--- src/rtl/cpu_rp2a03_apu_envelope_bank.sv ---
// Multi-channel RP2A03 envelope generator bank.
// One instance serves every envelope-driven channel. Each channel keeps a start
// flag, a divider and a decay level, advanced by the shared quarter-frame tick.
// Optional feature macro: APU_ENVELOPE_DONE_STATUS_EN adds envelope_done_o, a
// registered per-channel "decayed to silence and will stay there" flag.
module cpu_rp2a03_apu_envelope_bank #(
  parameter int unsigned CH_NUM = 3,
  parameter int unsigned VOL_W  = 4
) (
  input  logic                    clk_i,
  input  logic                    rst_i,
  input  logic [CH_NUM-1:0]       length_counter_load_reg_wr_i,
  input  logic                    quarter_frame_i,
  input  logic [CH_NUM-1:0]       chan_en_i,
  input  logic [CH_NUM-1:0]       const_volume_i,
  input  logic [CH_NUM-1:0]       envelope_loop_i,
  input  logic [CH_NUM*VOL_W-1:0] volume_i,
  output logic [CH_NUM*VOL_W-1:0] envelope_level_o
`ifdef APU_ENVELOPE_DONE_STATUS_EN
  ,
  output logic [CH_NUM-1:0]       envelope_done_o
`endif
);

  localparam logic [VOL_W-1:0] DecayMax = '1;
  localparam logic [VOL_W-1:0] One      = VOL_W'(1);

  logic [CH_NUM-1:0]            start_q, start_d;
  logic [CH_NUM-1:0][VOL_W-1:0] div_q, div_d;
  logic [CH_NUM-1:0][VOL_W-1:0] decay_q, decay_d;
  logic [CH_NUM-1:0][VOL_W-1:0] vol;
  logic [CH_NUM-1:0][VOL_W-1:0] level;

  // Packed 2-D view of the flat volume bus: channel k is bits [k*VOL_W +: VOL_W].
  assign vol = volume_i;

  // Next-state for start flag, divider and decay level of every channel.
  always_comb begin
    start_d = start_q;
    div_d   = div_q;
    decay_d = decay_q;
    for (int unsigned k = 0; k < CH_NUM; k++) begin
      // A register write wins over a same-cycle tick and is accepted while frozen.
      if (length_counter_load_reg_wr_i[k]) begin
        start_d[k] = 1'b1;
      end else if (quarter_frame_i && chan_en_i[k]) begin
        start_d[k] = 1'b0;
      end

      if (quarter_frame_i && chan_en_i[k]) begin
        if (start_q[k]) begin
          decay_d[k] = DecayMax;
          div_d[k]   = vol[k];
        end else if (div_q[k] == '0) begin
          div_d[k] = vol[k];
          if (decay_q[k] != '0) begin
            decay_d[k] = decay_q[k] - One;
          end else if (envelope_loop_i[k]) begin
            decay_d[k] = DecayMax;
          end
        end else begin
          div_d[k] = div_q[k] - One;
        end
      end
    end
  end

  // State registers with synchronous reset.
  always_ff @(posedge clk_i) begin
    if (rst_i) begin
      start_q <= '0;
      div_q   <= '0;
      decay_q <= '0;
    end else begin
      start_q <= start_d;
      div_q   <= div_d;
      decay_q <= decay_d;
    end
  end

  // Output mux straight off registered state; constant volume bypasses decay.
  always_comb begin
    level = '0;
    for (int unsigned k = 0; k < CH_NUM; k++) begin
      if (!chan_en_i[k]) begin
        level[k] = '0;
      end else if (const_volume_i[k]) begin
        level[k] = vol[k];
      end else begin
        level[k] = decay_q[k];
      end
    end
  end

  assign envelope_level_o = level;

`ifdef APU_ENVELOPE_DONE_STATUS_EN
  logic [CH_NUM-1:0] done_q, done_d;

  // Channel is silent for good: no loop, no const, no pending start, decay at 0.
  always_comb begin
    done_d = '0;
    for (int unsigned k = 0; k < CH_NUM; k++) begin
      done_d[k] = chan_en_i[k] & ~envelope_loop_i[k] & ~const_volume_i[k] &
                  ~start_q[k] & (decay_q[k] == '0);
    end
  end

  // Done status register.
  always_ff @(posedge clk_i) begin
    if (rst_i) begin
      done_q <= '0;
    end else begin
      done_q <= done_d;
    end
  end

  assign envelope_done_o = done_q;
`endif

endmodule

--- config.mk ---
export PLATFORM = sky130hd
export DESIGN_NAME = cpu_rp2a03_apu_envelope_bank
export DESIGN_NICKNAME = d
export VERILOG_FILES = /design/src/rtl/cpu_rp2a03_apu_envelope_bank.sv
export SDC_FILE = /design/constraint.sdc
export NUM_CORES = 1
export LEC_CHECK = 0
export CORE_MARGIN = 3
export CORE_UTILIZATION = 25
export CTS_CLUSTER_SIZE = 40
export DETAILED_ROUTE_END_ITERATION = 6
export GPL_ROUTABILITY_DRIVEN = 0
export GPL_TIMING_DRIVEN = 0
export PLACE_DENSITY = 0.48
export SLEW_MARGIN = 15
export SYNTH_ARGS = -nofsm -noshare
export SYNTH_HDL_FRONTEND = slang
export SYNTH_SLANG_ARGS = --single-unit
--- constraint.sdc ---
create_clock -name clk_i -period 1.9 [get_ports clk_i]
set_input_delay 0.285 -clock clk_i [delete_from_list [all_inputs] [get_ports clk_i]]
set_output_delay 0.285 -clock clk_i [all_outputs]
set_load 0.01 [all_outputs]
==> results of run 1 <==
-- cell usage in the layout (no fill, tap or decap), types with 2 or more instances in the layout --
| cell type | synthesis | layout |
|---|---|---|
| o21ai_0 | 14 | 12 |
| a31o_2 | 3 | 3 |
| o311ai_0 | 2 | 2 |
| or3_1 | 6 | 6 |
| nand4_1 | 2 | 2 |
| nor4_1 | 2 | 2 |
| ha_1 | 6 | 6 |
| or2_2 | 3 | 3 |
| nand3_1 | 7 | 7 |
| clkbuf_8 | 0 | 3 |
| nor3_1 | 10 | 10 |
| and2_1 | 3 | 3 |
| clkbuf_1 | 8 | 9 |
| nor2_1 | 12 | 12 |
| o21ai_1 | 0 | 2 |
| a31o_1 | 2 | 2 |
| nor2b_1 | 12 | 12 |
| dlymetal6s2s_1 | 0 | 6 |
| o21bai_1 | 3 | 3 |
| a31oi_1 | 5 | 5 |
| nand2_1 | 8 | 8 |
| a211oi_1 | 4 | 4 |
| and3_1 | 2 | 2 |
| mux2i_1 | 12 | 12 |
| a21oi_1 | 20 | 20 |
| clkdlybuf4s50_1 | 0 | 28 |
| inv_1 | 19 | 19 |
| dfxtp_1 | 27 | 27 |
| o21a_1 | 4 | 4 |
-- metrics by stage --
stage	setup slack [ns]	cells	hold slack [ns]	cell area [um^2]
CTS	0.0109	357	0.483	2290
global route	0.00805	358	0.509	2320
finish	0.0662	358	0.482	2320
floorplan	0.333	222	0.402	1780
global placement	-0.173	353	0.463	2250
detailed placement	-0.220	353	0.468	2250
-- kinds of logic after synthesis --
family	after synthesis	synth area share [%]
AND/OR/NAND/NOR	75	24.1
adder cells (fa/ha/maj)	6	4.22
flip-flops	27	30.4
multiplexers	12	6.75
AO/OA/AOI/OAI	73	28.3
buffers and inverters	29	6.19
-- state kept, by name, summed over array words and instances (netlist names) --
register / flops
decay_q: 12
div_q: 12
start_q: 3
-- per-layer routing --
| layer | GRT usage (%) | wire (um) | vias up |
|---|---|---|---|
| met3 | 2.67 | 212 | 2 |
| met2 | 18.5 | 2080 | 35 |
| li1 | - | - | 903 |
| met1 | 17.1 | 2490 | 808 |
| met4 | 2.30 | 36 | 0 |
| met5 | 0 | 0 | - |
-- layout make-up --
| type | count | area, um^2 |
|---|---|---|
| Clock buffer | 4 | 45.0 |
| Timing Repair Buffer | 36 | 372 |
| Sequential cell | 27 | 541 |
| Fill cell | 767 | 4510 |
| Multi-Input combinational cell | 166 | 1130 |
| Tap cell | 96 | 120 |
| Inverter | 19 | 71.3 |
| Buffer | 10 | 40.0 |
-- timing repair --
action / 4_1_cts / 5_1_grt
setup buffers: 0 / 1
endpoints found under the setup margin: 1 / 11
gates resized for setup: 1 / 9
-- path summary, 6_finish.rpt --
check                                  start                   end  slack, ns
worst min-delay path                div_q[1]              div_q[1]       0.48
worst max register to register      div_q[0]            decay_q[2]       0.18
worst max-delay path            volume_i[10]  envelope_level_o[10]       0.07
worst min register to register      div_q[1]              div_q[1]       0.48
-- critical path: stages --
cell             delay [ns]
clkdlybuf4s50_1        0.51
mux2i_1                0.09
nor2b_1                0.12
clkdlybuf4s50_1        0.54
-- report_power, final --
part / total, mW / internal, mW / switching (mW)
sequential: 0.663 / 0.613 / 0.0504
clock: 0.333 / 0.150 / 0.182
combinational: 0.506 / 0.248 / 0.257
total: 1.50 / 1.01 / 0.490
==> metrics.log, run 1 <==
[metrics] number of cells on the worst hold path: 2
[metrics] layout cell share with drive strength beyond 1: around 7.3%
[metrics] required time at the worst-slack endpoint: 1.62 ns
[metrics] Yosys reg bits: 27
[metrics] DRC violations left: 0
[metrics] Detailed Routing Iterations Pass 1: 4
[metrics] width of the chip: between 90 and 100 um
[metrics] routed via count divided by cell count: 4.88
[metrics] number of failing setup endpoints in the final timing report: 0
[metrics] main area contributors after synthesis: dfxtp_1, mux2i_1, a21oi_1
[metrics] tightest slew margin relative to the limit: 63.2%
[metrics] most common cell in the synthesized netlist: dfxtp_1
[metrics] Worst VDD drop: 0.303 mV
[metrics] final core utilization: 33.9%
[metrics] largest net degree at the start of global routing: 15
[metrics] Skew-Pair Late Insertion Delay: 0.27 ns
[metrics] vertical die dimension: 90.4 um
[metrics] prevailing post-synth register cell: dfxtp_1
[metrics] number of diodes added for antenna fixing: 0
[metrics] Max FO, Critical Path: 3
[metrics] classification of the worst setup path: primary input to output port
[metrics] average detailed-routed wire length per instance: around 13 um
[metrics] Achievable Freq: 545 MHz
[metrics] Startpoint Class: primary input
[metrics] type of the most critical hold path: flop to flop
[metrics] final clock period utilization by the worst path: 96.5%
[metrics] top post-synthesis cells by count: dfxtp_1, a21oi_1, inv_1
[metrics] Max Cap Violations: 0
[metrics] outcome: complete, no violations
[metrics] setup clock skew after layout: between 0.009 and 0.01 ns
[metrics] full die area: 0.00816 mm^2
[metrics] core area: 0.00683 mm^2
[metrics] hold bufs inserted after CTS: 0
[metrics] CTS tree: yes
[metrics] type of destination of the critical path: output port
[metrics] placed wire-length estimate: 3.69 mm
[metrics] Cell variety after synth: 51
[metrics] slew at the pin closest to its max-slew limit: ~0.55 ns
[metrics] number of synthesized flops with an enable pin: 0
[metrics] number of global-route vias before repair: 1661
[metrics] number of rows in the core area: 30
[metrics] area share of the largest cell type after synthesis: a little under a third
[metrics] Critical Path AT: 1.55 ns
[metrics] iteration-0 DRC count of the detailed router: 72
[metrics] post-layout power: between 1.5 and 2 mW
[metrics] Initial Utilization: 26.0%
[metrics] remaining antenna violation count after routing: 0
[metrics] min cycle time layout: 1.83 ns
[metrics] synthesized instance count: 222
[metrics] Ys Warns: 0
[metrics] async set-or-reset flop fraction in the synthesized netlist: 0%
[metrics] Hold Fails Final Rpt: 0
[metrics] # IOs: 39
[metrics] via count: 1748
[metrics] Cell Area, Synth: 0.00178 mm^2
[metrics] first-pass GRT wire length: 8.28 mm
[metrics] Remaining Overflow, GRT: 0
[metrics] number of buffers added by the clock tree synthesis step: 3
[metrics] count of nets after finishing: 296
[metrics] cell taking the most area after synthesis: dfxtp_1
[metrics] number of levels in the clock H-tree: 1
[metrics] master cell of the clock root buffer: clkbuf_8
[metrics] unrepaired setup endpoints after global routing: no
[metrics] number of buffers inserted by port buffering: 35
[metrics] Post-Syn Nets: 255
[metrics] initial antenna violation count: 0
[metrics] number of max-slew violations in the final report: 0
[metrics] Pwr Density: 648 mW/mm^2
[metrics] Final TNS setup: 0 ns
[metrics] clock transition at the registers of the reported paths: 0.10 ns
[metrics] Final Routed Wirelength: approximately 4.8 mm
[metrics] leakage: about 0.92 nW
[metrics] depth of the worst register-to-register path: 6
[metrics] proportion of synthesized chip area in sequential cells: a little under a third
[metrics] Avg Inst Size Synth: 8.01 um^2
[metrics] TritonCTS Sinks: 27
[metrics] buffers from clock root to sink, at most: 2
[metrics] Syn-to-layout area delta: 30.2%
[metrics] Total Routing Usage GR: between 10% and 20%
No activity file was read; power rests on OpenSTA's default activity.
==> inputs of run 2 (changes only) <==
CORE_MARGIN = 2   (was 3)
==> metrics.log, run 2 (synthesis gave the netlist of run 1 again) <==
[metrics] outcome: complete, no violations
[metrics] Max Cap Violations: 0 (unchanged)
[metrics] leakage: 0.866 nW (-6.3%)
[metrics] type of the most critical hold path: flop to flop
[metrics] Max FO, Critical Path: 3 (unchanged)
[metrics] DRC violations left: 0 (unchanged)
[metrics] required time at the worst-slack endpoint: 1.62 ns (about the same)
[metrics] average detailed-routed wire length per instance: 13.0 um (-3.3%)
[metrics] classification of the worst setup path: primary input to output port
[metrics] vertical die dimension: 88.4 um (-2.2%)
[metrics] type of destination of the critical path: output port
[metrics] layout cell share with drive strength beyond 1: 7.60% (+0.35 points)
[metrics] number of levels in the clock H-tree: 1 (unchanged)
[metrics] slew at the pin closest to its max-slew limit: 0.579 ns (+0.0265 ns)
[metrics] final clock period utilization by the worst path: 97.1% (+0.62 points)
[metrics] post-route setup slack: 0.0543 ns (-0.0119 ns)
[metrics] buffers from clock root to sink, at most: 2 (unchanged)
[metrics] via count: 1748 (unchanged)
[metrics] setup clock skew after layout: 0.0132 ns (+0.00370 ns)
[metrics] unrepaired setup endpoints after global routing: no
[metrics] setup slack at placement: -0.176 ns (+0.0442 ns)
[metrics] Hold Fails Final Rpt: 0 (unchanged)
[metrics] Achievable Freq: 542 MHz (-0.64%)
[metrics] master cell of the clock root buffer: clkbuf_8
[metrics] number of rows in the core area: 30 (unchanged)
[metrics] Total Routing Usage GR: 12.3% (+0.37 points)
[metrics] commonest non-fill, non-tap cell in the layout: clkdlybuf4s50_1
[metrics] CTS tree: yes
[metrics] placed wire-length estimate: 3.53 mm (-4.4%)
[metrics] largest registers: decay_q (12), div_q (12), start_q (3)
[metrics] # IOs: 39 (unchanged)
[metrics] worst hold path endpoint: div_q[1]
[metrics] clock transition at the registers of the reported paths: 0.09 ns (about the same)
[metrics] full die area: 0.00781 mm^2 (-4.4%)
[metrics] Worst VDD drop: 0.259 mV (-15%)
[metrics] depth of the worst register-to-register path: 6 (unchanged)
[metrics] fin cells: 359 (+0.28%)
[metrics] TritonCTS Sinks: 27 (unchanged)
[metrics] min cycle time layout: 1.85 ns (+0.0119 ns)
[metrics] count of nets after finishing: 297 (+0.34%)
[metrics] number of buffers inserted by port buffering: 35 (unchanged)
[metrics] HP Start: div_q[1]
[metrics] Inst Count DP: 353 (unchanged)
[metrics] Detailed Routing Iterations Pass 1: 4 (unchanged)
[metrics] largest net degree at the start of global routing: 15 (unchanged)
[metrics] tightest slew margin relative to the limit: 61.4% (-1.8 points)
[metrics] number of cells on the worst hold path: 2 (unchanged)
[metrics] R2R setup slack: 0.14 ns (-0.04 ns)
[metrics] Startpoint Class: primary input
[metrics] number of max-slew violations in the final report: 0 (unchanged)
[metrics] launch point of the worst reg-to-reg path: decay_q[0]
[metrics] iteration-0 DRC count of the detailed router: 82 (+14%)
[metrics] number of buffers added by the clock tree synthesis step: 3 (unchanged)
[metrics] Pwr Density: 655 mW/mm^2 (+1.1%)
[metrics] Remaining Overflow, GRT: 0 (unchanged)
[metrics] first-pass GRT wire length: 7.78 mm (-6.0%)
[metrics] Final Routed Wirelength: 4.67 mm (-3.0%)
[metrics] routed via count divided by cell count: 4.87 (-0.28%)
[metrics] width of the chip: 88.4 um (-2.2%)
[metrics] worst reg2reg path endpoint: decay_q[1]
[metrics] number of failing setup endpoints in the final timing report: 0 (unchanged)
[metrics] Critical Path AT: 1.56 ns (about the same)
[metrics] core area: 0.00683 mm^2 (unchanged)
[metrics] number of global-route vias before repair: 1623 (-2.3%)
[metrics] remaining antenna violation count after routing: 0 (unchanged)
[metrics] Skew-Pair Late Insertion Delay: 0.28 ns (about the same)
[metrics] highest-count cells in the layout ignoring fill and taps: clkdlybuf4s50_1, dfxtp_1, a21oi_1, inv_1, o21ai_0
[metrics] Initial Utilization: 26.0% (unchanged)
[metrics] initial antenna violation count: 0 (unchanged)
[metrics] number of diodes added for antenna fixing: 0 (unchanged)
[metrics] Syn-to-layout area delta: 30.3% (about the same)
[run 2: changes by cell type in the layout (fill, tap and decap cells not counted), sizes merged]
cell / before / now
clkdlybuf4s50: 28 / 32
dlymetal6s2s: 6 / 2
buf: 2 / 4
clkbuf: 13 / 12
[run 2: layout make-up]
cell class / count / area (um^2)
Timing Repair Buffer: 37 / 369
Tap cell: 96 / 120
Buffer: 10 / 38.8
Inverter: 19 / 71.3
Fill cell: 717 / 4510
Multi-Input combinational cell: 166 / 1130
Clock buffer: 4 / 45.0
Sequential cell: 27 / 541
[run 2: timing repair]
item / in CTS / in global routing
gates cloned: 0 / 0
endpoints found under the setup margin: 1 / 12
hold buffers: 0 / 0
hold endpoints to repair: 0 / 0
gates resized for setup: 1 / 4
buffers inserted: 0 / 2
[run 2: worst max-delay path: stages]
cell,delay (ns)
clkdlybuf4s50_1,0.53
mux2i_1,0.09
nor2b_1,0.11
clkdlybuf4s50_1,0.54
[run 2: worst max path at each step]
| stage | end | startpoint |
|---|---|---|
| global route | envelope_level_o[9] | volume_i[9] |
| global placement | div_q[7] | rst_i |
| CTS | envelope_level_o[7] | chan_en_i[1] |
| detailed placement | start_q[2] | rst_i |
| floorplan | div_q[11] | div_q[8] |
| finish | envelope_level_o[2] | volume_i[2] |
[run 2: power breakdown]
group	switching [mW]	total, mW	internal, mW
clock	0.194	0.344	0.151
sequential	0.0515	0.665	0.613
combinational	0.254	0.510	0.256
[run 2: stage by stage]
stage / util (%) / area (um^2) / setup TNS, ns / total power, mW / hold slack (ns)
6_report: 33.9 / 2320 / 0 / 1.52 / 0.483
5_1_grt: 33.9 / 2320 / 0 / 1.62 / 0.512
4_1_cts: 33.6 / 2290 / 0 / 1.52 / 0.487
3_5_place_dp: 32.9 / 2250 / -1.62 / 1.17 / 0.473
3_3_place_gp: 32.9 / 2250 / -2.04 / 1.18 / 0.465
2_1_floorplan: - / 1780 / 0 / 1.00 / 0.402
[run 2: metal layers]
layer	vias up	wire length, um	track usage, %
met5	-	0	0
met4	0	34	2.89
met3	2	195	1.77
met2	36	1960	17.7
met1	809	2480	19.3
li1	901	-	-
==> inputs of run 3 (changes only) <==
RECOVER_POWER = 50   (was not set)
==> metrics.log, run 3 (synthesis gave the netlist of run 1 again) <==
[metrics] outcome: complete, no violations
[metrics] unrepaired setup endpoints after global routing: no
[metrics] number of levels in the clock H-tree: 1 (unchanged)
[metrics] master cell of the clock root buffer: clkbuf_8
[metrics] count of nets after finishing: 297 (unchanged)
[metrics] iteration-0 DRC count of the detailed router: 89 (+8.5%)
[metrics] Met2 Routed Length: 1.97 mm (+0.31%)
[metrics] first-pass GRT wire length: 7.78 mm (unchanged)
[metrics] # IOs: 39 (unchanged)
[metrics] width of the chip: 88.4 um (unchanged)
[metrics] initial antenna violation count: 0 (unchanged)
[metrics] Worst VDD drop: 0.260 mV (+0.20%)
[metrics] R2R setup slack: 0.14 ns (about the same)
[metrics] Pwr Density: 658 mW/mm^2 (+0.49%)
[metrics] core area: 0.00683 mm^2 (unchanged)
[metrics] launch point of the worst reg-to-reg path: decay_q[0]
[metrics] slew at the pin closest to its max-slew limit: 0.556 ns (-0.0229 ns)
[metrics] remaining antenna violation count after routing: 0 (unchanged)
[metrics] number of buffers added by the clock tree synthesis step: 3 (unchanged)
[metrics] highest-count cells in the layout ignoring fill and taps: clkdlybuf4s50_1, dfxtp_1, a21oi_1, inv_1, o21ai_0
[metrics] full die area: 0.00781 mm^2 (unchanged)
[metrics] Achievable Freq: 542 MHz (about the same)
[metrics] min cycle time layout: 1.85 ns (-0.0000226 ns)
[metrics] number of diodes added for antenna fixing: 0 (unchanged)
[metrics] Initial Utilization: 26.0% (unchanged)
[metrics] largest net degree at the start of global routing: 15 (unchanged)
[metrics] Hold Fails Final Rpt: 0 (unchanged)
[metrics] Max Cap Violations: 0 (unchanged)
[metrics] startpoint of the most critical setup path: volume_i[2]
[metrics] commonest non-fill, non-tap cell in the layout: clkdlybuf4s50_1
[metrics] Skew-Pair Late Insertion Delay: 0.28 ns (about the same)
[metrics] via count: 1745 (-0.17%)
[metrics] buffers from clock root to sink, at most: 2 (unchanged)
[metrics] Detailed Routing Iterations Pass 1: 4 (unchanged)
[metrics] routed metal-1 wirelength: 2.49 mm (+0.40%)
[metrics] Startpoint Class: primary input
[metrics] number of rows in the core area: 30 (unchanged)
[metrics] largest delay contributor family on the critical path: buffers and inverters
[metrics] layout cell share with drive strength beyond 1: 6.46% (-1.1 points)
[metrics] CP max-delay cell: clkdlybuf4s50_1
[metrics] final clock period utilization by the worst path: 97.1% (about the same)
[metrics] highest routed layer: met4
[metrics] number of global-route vias before repair: 1623 (unchanged)
[metrics] biggest cell delay along the critical path: 0.54 ns (about the same)
[metrics] required time at the worst-slack endpoint: 1.62 ns (about the same)
[metrics] final core utilization: 33.6% (-0.35 points)
[metrics] cell repeated most along the worst path: clkdlybuf4s50_1
[metrics] type of destination of the critical path: output port
[metrics] clock transition at the registers of the reported paths: 0.09 ns (about the same)
[metrics] CTS tree: yes
[metrics] classification of the worst setup path: primary input to output port
[metrics] cells along the critical path: clkdlybuf4s50_1, mux2i_1, nor2b_1, clkdlybuf4s50_1
[metrics] tightest slew margin relative to the limit: 62.9% (+1.5 points)
[metrics] Remaining Overflow, GRT: 0 (unchanged)
[metrics] number of buffers inserted by port buffering: 35 (unchanged)
[metrics] HP Start: div_q[1]
[metrics] average detailed-routed wire length per instance: 13.0 um (+0.24%)
[metrics] Critical Path AT: 1.56 ns (about the same)
[metrics] DRC violations left: 0 (unchanged)
[metrics] vertical die dimension: 88.4 um (unchanged)
[metrics] number of buffer and inverter instances along the worst setup path: 2 (unchanged)
[metrics] Syn-to-layout area delta: 29.0%
[metrics] Max FO, Critical Path: 3 (unchanged)
[metrics] number of max-slew violations in the final report: 0 (unchanged)
[metrics] wire length on met3: 191 um (-2.1%)
[metrics] leakage: 0.844 nW (-2.5%)
[metrics] setup clock skew after layout: 0.0135 ns (+0.000275 ns)
[metrics] largest registers: decay_q (12), div_q (12), start_q (3)
[metrics] routed via count divided by cell count: 4.86 (-0.17%)
[metrics] Final Routed Wirelength: 4.68 mm (+0.24%)
[metrics] TritonCTS Sinks: 27 (unchanged)
[metrics] post-layout power: 1.51 mW (-0.54%)
[metrics] placed wire-length estimate: 3.53 mm (unchanged)
[metrics] type of the most critical hold path: flop to flop
[metrics] number of failing setup endpoints in the final timing report: 0 (unchanged)
[metrics] Total Routing Usage GR: 12.3% (unchanged)
[run 3: changes by cell type in the layout (fill, tap and decap cells not counted), sizes merged]
cell           before  now
clkbuf             12   14
clkdlybuf4s50      32   30
dlygate4sd3         0    2
buf                 4    3
dlymetal6s2s        2    1
[run 3: repair_timing]
item / CTS / global route
hold buffers: 0 / 0
setup endpoints to repair: 1 / 12
buffers inserted: 0 / 2
resized for setup: 1 / 4
[run 3: path summary, 6_finish.rpt]
check / endpoint / depth (start not counted)
hold / removal: div_q[1] / 2
hold reg to reg: div_q[1] / 2
setup reg to reg: decay_q[1] / 6
setup / recovery: envelope_level_o[2] / 4
[run 3: layout make-up]
type                    count  area, um^2
clock buffers               4        45.0
plain buffers              10        38.8
fillers                   725        4540
flip-flops and latches     27         541
well taps                  96         120
repair buffers             37         360
multi-input cells         166        1120
inverters                  19        71.3
[run 3: tightest hold or removal path: stages, from the launching register on]
cell and delay [ns]:
dfxtp_1 0.34, nand2_1 0.06, a21oi_1 0.05
[run 3: power breakdown]
group | switching (mW) | internal (mW)
Combinational | 0.250 | 0.250
Sequential | 0.0515 | 0.613
Clock | 0.195 | 0.151
Total | 0.497 | 1.01
[run 3: per-stage QoR]
stage                     setup TNS [ns]  std cells  setup WS [ns]  area (um^2)  hold WS (ns)
after detailed placement           -1.62        353         -0.176         2250         0.473
after global routing                   0        359        0.00424         2290         0.512
after CTS                              0        357         0.0213         2290         0.487
after global placement             -2.04        353         -0.218         2250         0.465
final                                  0        359         0.0543         2290         0.483
after floorplan                        0        222          0.333         1780         0.402
[run 3: metal layers]
layer,GRT usage [%],up-vias
met5,0,-
met4,2.89,0
met3,1.77,2
met2,17.7,37
met1,19.3,804
li1,-,902
